### config.mk
export PLATFORM = sky130hd
export DESIGN_NAME = delay_line_meas_ctrl_flat
export DESIGN_NICKNAME = d
export VERILOG_FILES = /design/src/rtl/delay_line_pkg.sv /design/src/rtl/delay_line_meas_ctrl_if.sv /design/src/rtl/delay_line_therm_enc.sv /design/src/rtl/delay_line_meas_ctrl.sv /design/src/flat_wrapper.sv
export SDC_FILE = /design/constraint.sdc
export NUM_CORES = 1
export LEC_CHECK = 0
export ABC_AREA = 1
export BUFFER_PORTS_ARGS = -buffer_cell sky130_fd_sc_hd__buf_2
export CAP_MARGIN = 25
export CORE_MARGIN = 10
export CORE_UTILIZATION = 25
export CTS_CLUSTER_SIZE = 10
export DETAILED_ROUTE_END_ITERATION = 12
export PLACE_DENSITY = 0.45
export SLEW_MARGIN = 20
export SYNTH_ARGS = -nofsm -noshare
export SYNTH_HDL_FRONTEND = slang
export SYNTH_SLANG_ARGS = --single-unit
### constraint.sdc
create_clock -name clk -period 11.75 [get_ports clk]
set_input_delay 1.7625 -clock clk [delete_from_list [all_inputs] [get_ports clk]]
set_output_delay 1.7625 -clock clk [all_outputs]
set_load 0.01 [all_outputs]
### src/rtl/delay_line_pkg.sv
// Shared types and sizing for the delay-line measurement sequencer.
package delay_line_pkg;

    localparam int unsigned DL_TAPS     = 32;
    localparam int unsigned DL_NAVG_MAX = 7;
    localparam int unsigned DL_CW       = $clog2(DL_TAPS + 1);
    localparam int unsigned DL_SUM_W    = DL_CW + DL_NAVG_MAX;
    localparam int unsigned DL_NAVG_W   = 3;

    typedef enum logic [2:0] {
        StIdle,
        StLaunch,
        StSettle,
        StCapture,
        StAccum,
        StRecover,
        StDone
    } state_e;

    function automatic logic [DL_NAVG_W-1:0] clamp_navg(input logic [DL_NAVG_W-1:0] n,
                                                        input int unsigned max_n);
        if (int'(n) > int'(max_n)) begin
            return DL_NAVG_W'(max_n);
        end
        return n;
    endfunction

endpackage

### src/rtl/delay_line_meas_ctrl_if.sv
// Result handshake between the measurement sequencer and its consumer.
interface delay_line_meas_ctrl_if #(
    parameter int unsigned CW = delay_line_pkg::DL_CW
);
    logic          res_valid;
    logic          res_ready;
    logic [CW-1:0] res_data;

    modport master (output res_valid, output res_data, input res_ready);
    modport slave  (input res_valid, input res_data, output res_ready);
endinterface

### src/rtl/delay_line_therm_enc.sv
// Thermometer decoder: tap count plus a flag for codes whose ones are not contiguous from bit 0.
module delay_line_therm_enc
    import delay_line_pkg::*;
#(
    parameter int unsigned NTAPS = DL_TAPS,
    parameter int unsigned CW    = $clog2(NTAPS + 1)
) (
    input  logic [NTAPS-1:0] taps_i,
    output logic [CW-1:0]    count_o,
    output logic             bubble_o
);

    always_comb begin
        count_o  = '0;
        bubble_o = 1'b0;
        for (int i = 0; i < int'(NTAPS); i++) begin
            count_o = count_o + CW'(taps_i[i]);
        end
        // A set tap above a clear one can only come from a bubble.
        for (int i = 1; i < int'(NTAPS); i++) begin
            if (taps_i[i] && !taps_i[i-1]) begin
                bubble_o = 1'b1;
            end
        end
    end

endmodule

### src/rtl/delay_line_meas_ctrl.sv
// Launch/settle/capture sequencer that averages 2^navg delay-line samples into one tap count.
module delay_line_meas_ctrl
    import delay_line_pkg::*;
#(
    parameter int unsigned TAPS     = DL_TAPS,
    parameter int unsigned SETTLE   = 2,
    parameter int unsigned NAVG_MAX = DL_NAVG_MAX
) (
    input  logic                   clk,
    input  logic                   rst,
    input  logic                   start_i,
    input  logic                   abort_i,
    input  logic [DL_NAVG_W-1:0]   navg_i,
    output logic                   launch_o,
    output logic                   capture_o,
    input  logic [TAPS-1:0]        taps_i,
    output logic                   busy_o,
    output logic                   err_o,
    delay_line_meas_ctrl_if.master res
);

    localparam int unsigned CW    = $clog2(TAPS + 1);
    localparam int unsigned SUM_W = CW + NAVG_MAX;
    localparam int unsigned CNT_W = NAVG_MAX + 1;
    localparam int unsigned SET_W = $clog2(SETTLE + 1);
    localparam logic [SET_W-1:0] SettleLast = SET_W'(SETTLE - 1);

    state_e               state_q, state_d;
    logic [SUM_W-1:0]     sum_q, sum_d;
    logic [CNT_W-1:0]     cnt_q, cnt_d;
    logic [SET_W-1:0]     set_q, set_d;
    logic [DL_NAVG_W-1:0] navg_q, navg_d;
    logic                 launch_q, launch_d;
    logic                 capture_q, capture_d;
    logic                 busy_q, busy_d;
    logic                 valid_q, valid_d;
    logic                 err_q, err_d;
    logic [CW-1:0]        data_q, data_d;
    logic [CW-1:0]        tap_count;
    logic                 tap_bubble;
    logic                 active;

    delay_line_therm_enc #(
        .NTAPS (TAPS),
        .CW    (CW)
    ) u_therm_enc (
        .taps_i   (taps_i),
        .count_o  (tap_count),
        .bubble_o (tap_bubble)
    );

    always_comb begin
        state_d = state_q;
        sum_d   = sum_q;
        cnt_d   = cnt_q;
        set_d   = set_q;
        navg_d  = navg_q;
        err_d   = err_q;
        active  = state_q inside {StLaunch, StSettle, StCapture, StAccum, StRecover};

        // Abort takes priority over every transition out of the measuring states.
        if (active && abort_i) begin
            state_d = StIdle;
        end else begin
            case (state_q)
                StIdle: begin
                    if (start_i) begin
                        state_d = StLaunch;
                        navg_d  = clamp_navg(navg_i, NAVG_MAX);
                        sum_d   = '0;
                        cnt_d   = '0;
                        err_d   = 1'b0;
                    end
                end
                StLaunch: begin
                    state_d = StSettle;
                    set_d   = SettleLast;
                end
                StSettle: begin
                    if (set_q == '0) state_d = StCapture;
                    else             set_d   = set_q - 1'b1;
                end
                StCapture: state_d = StAccum;
                StAccum: begin
                    sum_d   = sum_q + SUM_W'(tap_count);
                    err_d   = err_q | tap_bubble;
                    cnt_d   = cnt_q + 1'b1;
                    set_d   = SettleLast;
                    state_d = StRecover;
                end
                StRecover: begin
                    if (set_q != '0) begin
                        set_d = set_q - 1'b1;
                    end else if (cnt_q == (CNT_W'(1) << navg_q)) begin
                        state_d = StDone;
                    end else begin
                        state_d = StLaunch;
                    end
                end
                StDone: begin
                    if (res.res_ready) state_d = StIdle;
                end
                default: state_d = StIdle;
            endcase
        end

        // Outputs are registered from the next state so none has a path from the inputs.
        launch_d  = state_d inside {StLaunch, StSettle, StCapture, StAccum};
        capture_d = (state_d == StCapture);
        busy_d    = !(state_d inside {StIdle, StDone});
        valid_d   = (state_d == StDone);
        data_d    = valid_d ? CW'(sum_q >> navg_q) : '0;
    end

    always_ff @(posedge clk or posedge rst) begin
        if (rst) begin
            state_q   <= StIdle;
            sum_q     <= '0;
            cnt_q     <= '0;
            set_q     <= '0;
            navg_q    <= '0;
            launch_q  <= 1'b0;
            capture_q <= 1'b0;
            busy_q    <= 1'b0;
            valid_q   <= 1'b0;
            err_q     <= 1'b0;
            data_q    <= '0;
        end else begin
            state_q   <= state_d;
            sum_q     <= sum_d;
            cnt_q     <= cnt_d;
            set_q     <= set_d;
            navg_q    <= navg_d;
            launch_q  <= launch_d;
            capture_q <= capture_d;
            busy_q    <= busy_d;
            valid_q   <= valid_d;
            err_q     <= err_d;
            data_q    <= data_d;
        end
    end

    assign launch_o      = launch_q;
    assign capture_o     = capture_q;
    assign busy_o        = busy_q;
    assign err_o         = err_q;
    assign res.res_valid = valid_q;
    assign res.res_data  = data_q;

endmodule

### src/flat_wrapper.sv
// flat-port wrapper written by rule: the top's interface ports become plain ports
module delay_line_meas_ctrl_flat import delay_line_pkg::*;
#(
    parameter int unsigned TAPS     = DL_TAPS,
    parameter int unsigned SETTLE   = 2,
    parameter int unsigned NAVG_MAX = DL_NAVG_MAX
)
  (clk, rst, start_i, abort_i, navg_i, launch_o, capture_o, taps_i, busy_o, err_o, res_res_valid, res_res_data, res_res_ready);
  delay_line_meas_ctrl_if #(.CW((6))) res_i ();
  input  logic clk;
  input  logic rst;
  input  logic start_i;
  input  logic abort_i;
  input  logic [DL_NAVG_W-1:0] navg_i;
  output logic launch_o;
  output logic capture_o;
  input  logic [TAPS-1:0] taps_i;
  output logic busy_o;
  output logic err_o;
  output wire logic [$bits(res_i.res_valid)-1:0] res_res_valid;
  output wire logic [$bits(res_i.res_data)-1:0] res_res_data;
  input wire logic [$bits(res_i.res_ready)-1:0] res_res_ready;
  assign res_res_valid = res_i.res_valid;
  assign res_res_data = res_i.res_data;
  assign res_i.res_ready = res_res_ready;
  delay_line_meas_ctrl #(.TAPS(TAPS), .SETTLE(SETTLE), .NAVG_MAX(NAVG_MAX)) u_core (.clk(clk), .rst(rst), .start_i(start_i), .abort_i(abort_i), .navg_i(navg_i), .launch_o(launch_o), .capture_o(capture_o), .taps_i(taps_i), .busy_o(busy_o), .err_o(err_o), .res(res_i));
endmodule
== Word level (Yosys, flattened, before mapping) ==
Index checks and enable logic that the tools add are counted.

* Bitwise operators: 2
* Muxes and demuxes: 48
* Add/sub/neg operators: 34
* Shifts and indexed selects: 2
* Reductions and logical operators: 77
* Equal/unequal tests: 15

{| class="wikitable"
|+ Operators with widths
! cell !! count
|-
| $add 6x1->6 || 26
|-
| $logic_and 1x1->1 || 32
|-
| $logic_not 1->1 || 32
|-
| $mux 1 || 32
|-
| $pmux 13 s2 || 1
|-
| $pmux 3 s7 || 1
|-
| $mux 3 || 6
|-
| $pmux 8 s2 || 1
|-
| $eq 3x3->1 const B || 5
|-
| $add 13x6->13 || 1
|-
| $mux 13 || 1
|-
| $shr 13x3->6 || 1
|-
| $eq 3x2->1 const B || 4
|-
| $add 8x1->8 const B || 1
|-
| $eq 8x8->1 || 1
|-
| $mux 8 || 1
|-
| $shl 1x3->8 const A || 1
|-
| $add 5x1->6 || 1
|-
| $eq 3x1->1 const B || 2
|-
| $logic_not 3->1 || 2
|-
| $mux 6 || 1
|-
| $ne 2x2->1 const B || 3
|-
| $pmux 2 s3 || 1
|-
| $reduce_and 3->1 || 2
|-
| other kinds (16) || 19
|}

* Input bits: 40
* Word-level logic and storage cells: 189
* Bits in registers: 40

== Logic depth before layout (Yosys ltp) ==
* Word-level depth: 35
* Gate-level depth with buffers: 23
* Mapped depth without buffers: 23

== Hierarchy ==
A second synthesis with hierarchy kept.

* Cell total of the unflattened synthesis: 532
* Area total of the unflattened synthesis: 3788.6 um^2

{| class="wikitable"
|+ By module, submodules not included
! module !! times used !! cells each !! area an instance (um^2)
|-
| delay_line_meas_ctrl || 1 || 381 || 2741.4
|-
| delay_line_therm_enc || 1 || 151 || 1047.3
|}

== Least setup slack after synthesis ==
Ideal clock, no wire load.

* Path type: input to register
* Start: in taps_i[17]
* End: reg u_core.sum_q[10]
* Data arrival time: 6.410 ns
* Path slack: 5.223 ns
* Setup time: 0.117 ns
* Cell stages on the path: 21
* Path buffers: 0
* Path through: fa_1 inv_1 fa_1 inv_1 fa_1 inv_1 fa_1 fa_1 fa_1 fa_1 fa_1 inv_1 nand3_1 nor2_1 nor2_1 nor2_1 nor2_1 nor2_1 nand4_1 nor2_1 nor2_1

* Cells in the longest elaborated chain, start to end: 17

{| class="wikitable"
|+ Ends and longest elaborated chain
! what !! RTL line !! text
|-
| start, declared || flat_wrapper.sv:17 || <nowiki>input logic [TAPS-1:0] taps_i;</nowiki>
|-
| $add 6x1->6 (15 in a row) || delay_line_therm_enc.sv:17 || <nowiki>count_o = count_o + CW'(taps_i[i]);</nowiki>
|-
| $add 13x6->13 || delay_line_meas_ctrl.sv:85 || <nowiki>sum_d = sum_q + SUM_W'(tap_count);</nowiki>
|-
| $pmux 13 s2 || delay_line_meas_ctrl.sv:65 || <nowiki>case (state_q)</nowiki>
|-
| end signal, assigned || delay_line_meas_ctrl.sv:130 || <nowiki>sum_q <= sum_d;</nowiki>
|-
| end, declared || delay_line_meas_ctrl.sv:29 || <nowiki>logic [SUM_W-1:0] sum_q, sum_d;</nowiki>
|}

Every way passes these cells.
A chain may end at the register's enable or synchronous reset.

== Worst setup path in the final report ==
Ends and elaborated chain as after synthesis.

==> impl_metrics.env <==
export IMPL_dieArea_um2=19500
export IMPL_synthMuxAreaShare_pct=0
export IMPL_area_growth_pct=16.4
export IMPL_grtUsageTotal_pct=10.2
export IMPL_antenna_found_initial=0
export IMPL_nNetsFinal=620
export IMPL_drv_slew=0
export IMPL_pwr_share_comb_pct=68.5
export IMPL_cp_data_required_time_ns=11.97
export IMPL_synth_edf_count=0
export IMPL_clk_latency_ns=0.28
export IMPL_critPathMaxFanout=3
export IMPL_p_sw_share_pct=50.4
export IMPL_core_area_um2=13900
export IMPL_power_density_nw_per_um2=285
export IMPL_clockBufferDepth=2
export IMPL_fill_cells=1537
export IMPL_total_power_w=0.00118
export IMPL_end_kind="flop"
export IMPL_wl_per_cell_um=13.7
export IMPL_seq_power_share_pct=18.4
export IMPL_hold_violations=0
export IMPL_synth_top_cell_area_share_pct=28.0
export IMPL_clockPowerShare_pct=13.1
export IMPL_fin_crit_sh_pct=56.7
export IMPL_viasPerCell=4.49
export IMPL_root_buffer="clkbuf_16"
export IMPL_layout_drive_gt1_share_pct=12.3
export IMPL_fin_util_pct=29.8
export IMPL_cts_tree="done"
export IMPL_start_util_pct=25.6
export IMPL_internal_power_w=0.000587
export IMPL_p_leak_nw=2.11
export IMPL_synth_area_leaders="dfrtp_1, fa_1, nand2_1"
export IMPL_drt_total_wl_mm=9.81
export IMPL_dieWidth_um=140
export IMPL_tightest_slew_ns=0.812
export IMPL_setup_viol=0
export IMPL_seq_area_frac_synth_pct=28.0
export IMPL_gp_congestion=0.848
export IMPL_ys_warnings_count=0
export IMPL_synth_ff_type="dfrtp_1"
export IMPL_synth_compound_area_share_pct=14.7
export IMPL_final_setup_tns_ns=0
export IMPL_place_detailed_hpwl_mm=8.22
export IMPL_startpoint_type="input port"
export IMPL_synth_top_family_by_area="simple AND/OR/NAND/NOR gates"
export IMPL_switching_power_w=0.000597
export IMPL_holdBufCountCts=0
export IMPL_syn_cell_area_um2=3570
export IMPL_first_global_vias=3312
export IMPL_drc=0
export IMPL_htreeDepth=2
export IMPL_path_clk_slew_ns=0.06
export IMPL_fin_crit_ns=6.66
export IMPL_row_count=43
export IMPL_cts_sinks=40
export IMPL_status="finished, final reports clean"
export IMPL_grt_ovfl_total=0
export IMPL_vdd_drop_max_v=0.000122
export IMPL_ys_types=36
export IMPL_synth_nets=573
export IMPL_timing_fmax_mhz=150
export IMPL_ant_nets=0
export IMPL_yosys_area_share_simple_pct=25.0
export IMPL_slew_headroom_pct=45.7
export IMPL_diodes=0
export IMPL_synthXorXnorAreaFrac_pct=0.491
export IMPL_drt_iter0_drc=85
export IMPL_synth_adder_area_share_pct=20.5
export IMPL_skew_ns=0.00638
export IMPL_synth_seq_cells=40
export IMPL_drt_first_pass_iters=5
export IMPL_grt_pass1_wl_mm=16.5
export IMPL_avgSynthCellArea_um2=7.29
export IMPL_ys_async_sr_fraction_pct=100
export IMPL_max_cap_violations=0
export IMPL_arrival_ns=6.87
export IMPL_critical_path_class="input port to flop"
export IMPL_die_height_um=140
export IMPL_io_pins=51
export IMPL_cts_buffers=5
export IMPL_vias=3226
export IMPL_yosysTopAreaCell="dfrtp_1"
export IMPL_hp_class="flop to flop"
export IMPL_cts_setup_buffers=0
export IMPL_synthCells=490
export IMPL_grt_max_degree=41
export IMPL_port_buffers=50
export IMPL_cts_resized=0
export IMPL_rsz0062_at_grt="no"
[stage by stage]
| step | setup slack, ns | hold WS (ns) | cells | area, um^2 |
|---|---|---|---|---|
| final | 5.09 | 0.487 | 718 | 4160 |
| after global routing | 4.78 | 0.531 | 718 | 4160 |
| after CTS | 5.07 | 0.494 | 718 | 4160 |
| after detailed placement | 4.77 | 0.480 | 710 | 3990 |
| after global placement | 4.82 | 0.468 | 710 | 3990 |
| after floorplan | 5.22 | 0.452 | 490 | 3570 |
[worst paths after layout]
kind / startpoint / slack, ns / cells past startpoint / endpoint
hold / removal: u_core.cnt_q[7] / 0.49 / 1 / u_core.cnt_q[7]
setup / recovery: taps_i[17] / 5.09 / 23 / u_core.sum_q[10]
min in group asynchronous: rst / 1.61 / 3 / u_core.busy_o
setup reg to reg: u_core.sum_q[0] / 6.85 / 19 / u_core.sum_q[10]
hold reg to reg: u_core.cnt_q[7] / 0.49 / 1 / u_core.cnt_q[7]
max in group asynchronous: rst / 9.77 / 3 / u_core.cnt_q[1]
[per-layer routing]
| metal | global-route usage (%) | up-vias | routed length, um |
|---|---|---|---|
| met1 | 12.2 | 1491 | 4430 |
| li1 | - | 1665 | - |
| met2 | 18.3 | 61 | 4890 |
| met3 | 1.70 | 9 | 364 |
| met4 | 2.53 | 0 | 119 |
| met5 | 0 | - | 0 |
[power by group through the flow]
stage               clock network (W)  registers (W)  logic (W)
CTS                          0.000159       0.000218   0.000831
detailed placement                  0       0.000220   0.000821
floorplan                           0       0.000195   0.000650
global placement                    0       0.000220   0.000826
finish                       0.000155       0.000218   0.000810
global route                 0.000165       0.000225   0.000955
[cell usage after synthesis (all sizes together) (2+ instances only)]
master,n
inv,90
a21oi,27
o21ai,46
o221ai,2
nand2,109
o22ai,6
xor2,2
o31ai,3
nor3,5
clkbuf,3
fa,26
nand3,28
a31oi,2
ha,17
dfrtp,40
nor2,52
nand4,9
buf,8
nor4,5
[state kept, by name, indices dropped and copies added (netlist names)]
name / count
u_core.busy_o: 1
u_core.capture_o: 1
u_core.cnt_q: 8
u_core.err_o: 1
u_core.launch_o: 1
u_core.navg_q: 3
u_core.res.res_data: 6
u_core.res.res_valid: 1
u_core.set_q: 2
u_core.state_q: 3
u_core.sum_q: 13
[kinds of logic after synthesis]
logic type,count (synthesis)
AO/OA/AOI/OAI,92
AND/OR/NAND/NOR,211
XOR/XNOR,2
flip-flops,40
buffers and inverters,102
adder cells (fa/ha/maj),43
[cell type report]
class                      count  area [um^2]  share of cell area [%]
multi-input combinational    348         2170                    52.1
clock inverter                 2         35.0                   0.843
timing repair buffer          51          258                    6.20
clock buffer                   6          129                    3.10
sequential                    40         1000                    24.1
inverter                      91          342                    8.22
tap                          180          225                    5.42
[layout by cell type (no fill, tap or decap), types with 2 or more instances in the layout]
master     synthesis  routed
fa_1              26      26
nor3_1             5       5
dfrtp_1           40      40
xor2_1             2       2
o21ai_0           45      45
inv_1             88      88
inv_2              2       2
o22ai_1            6       6
buf_2              4      50
a21oi_1           27      27
a31oi_1            2       2
nand4_1            8       8
clkbuf_16          0       5
ha_1              17      17
nand2_1          109     109
o221ai_1           2       2
nor4_1             4       4
nor2_1            51      51
o31ai_1            2       2
nand3_1           28      28
[worst max-delay path, cell delays in order]
cell	delay, ns
buf_2	0.13
fa_1	0.53
inv_1	0.05
fa_1	0.50
inv_1	0.05
fa_1	0.48
inv_1	0.05
fa_1	0.45
fa_1	0.55
fa_1	0.44
fa_1	0.42
fa_1	0.41
inv_1	0.07
nand3_1	0.08
nor2_1	0.14
nor2_1	0.06
nor2_1	0.12
nor2_1	0.06
nor2_1	0.16
nand4_1	0.12
nand2_1	0.09
nand2_1	0.05
nor2_1	0.10
No activity file was read; power rests on OpenSTA's default activity.
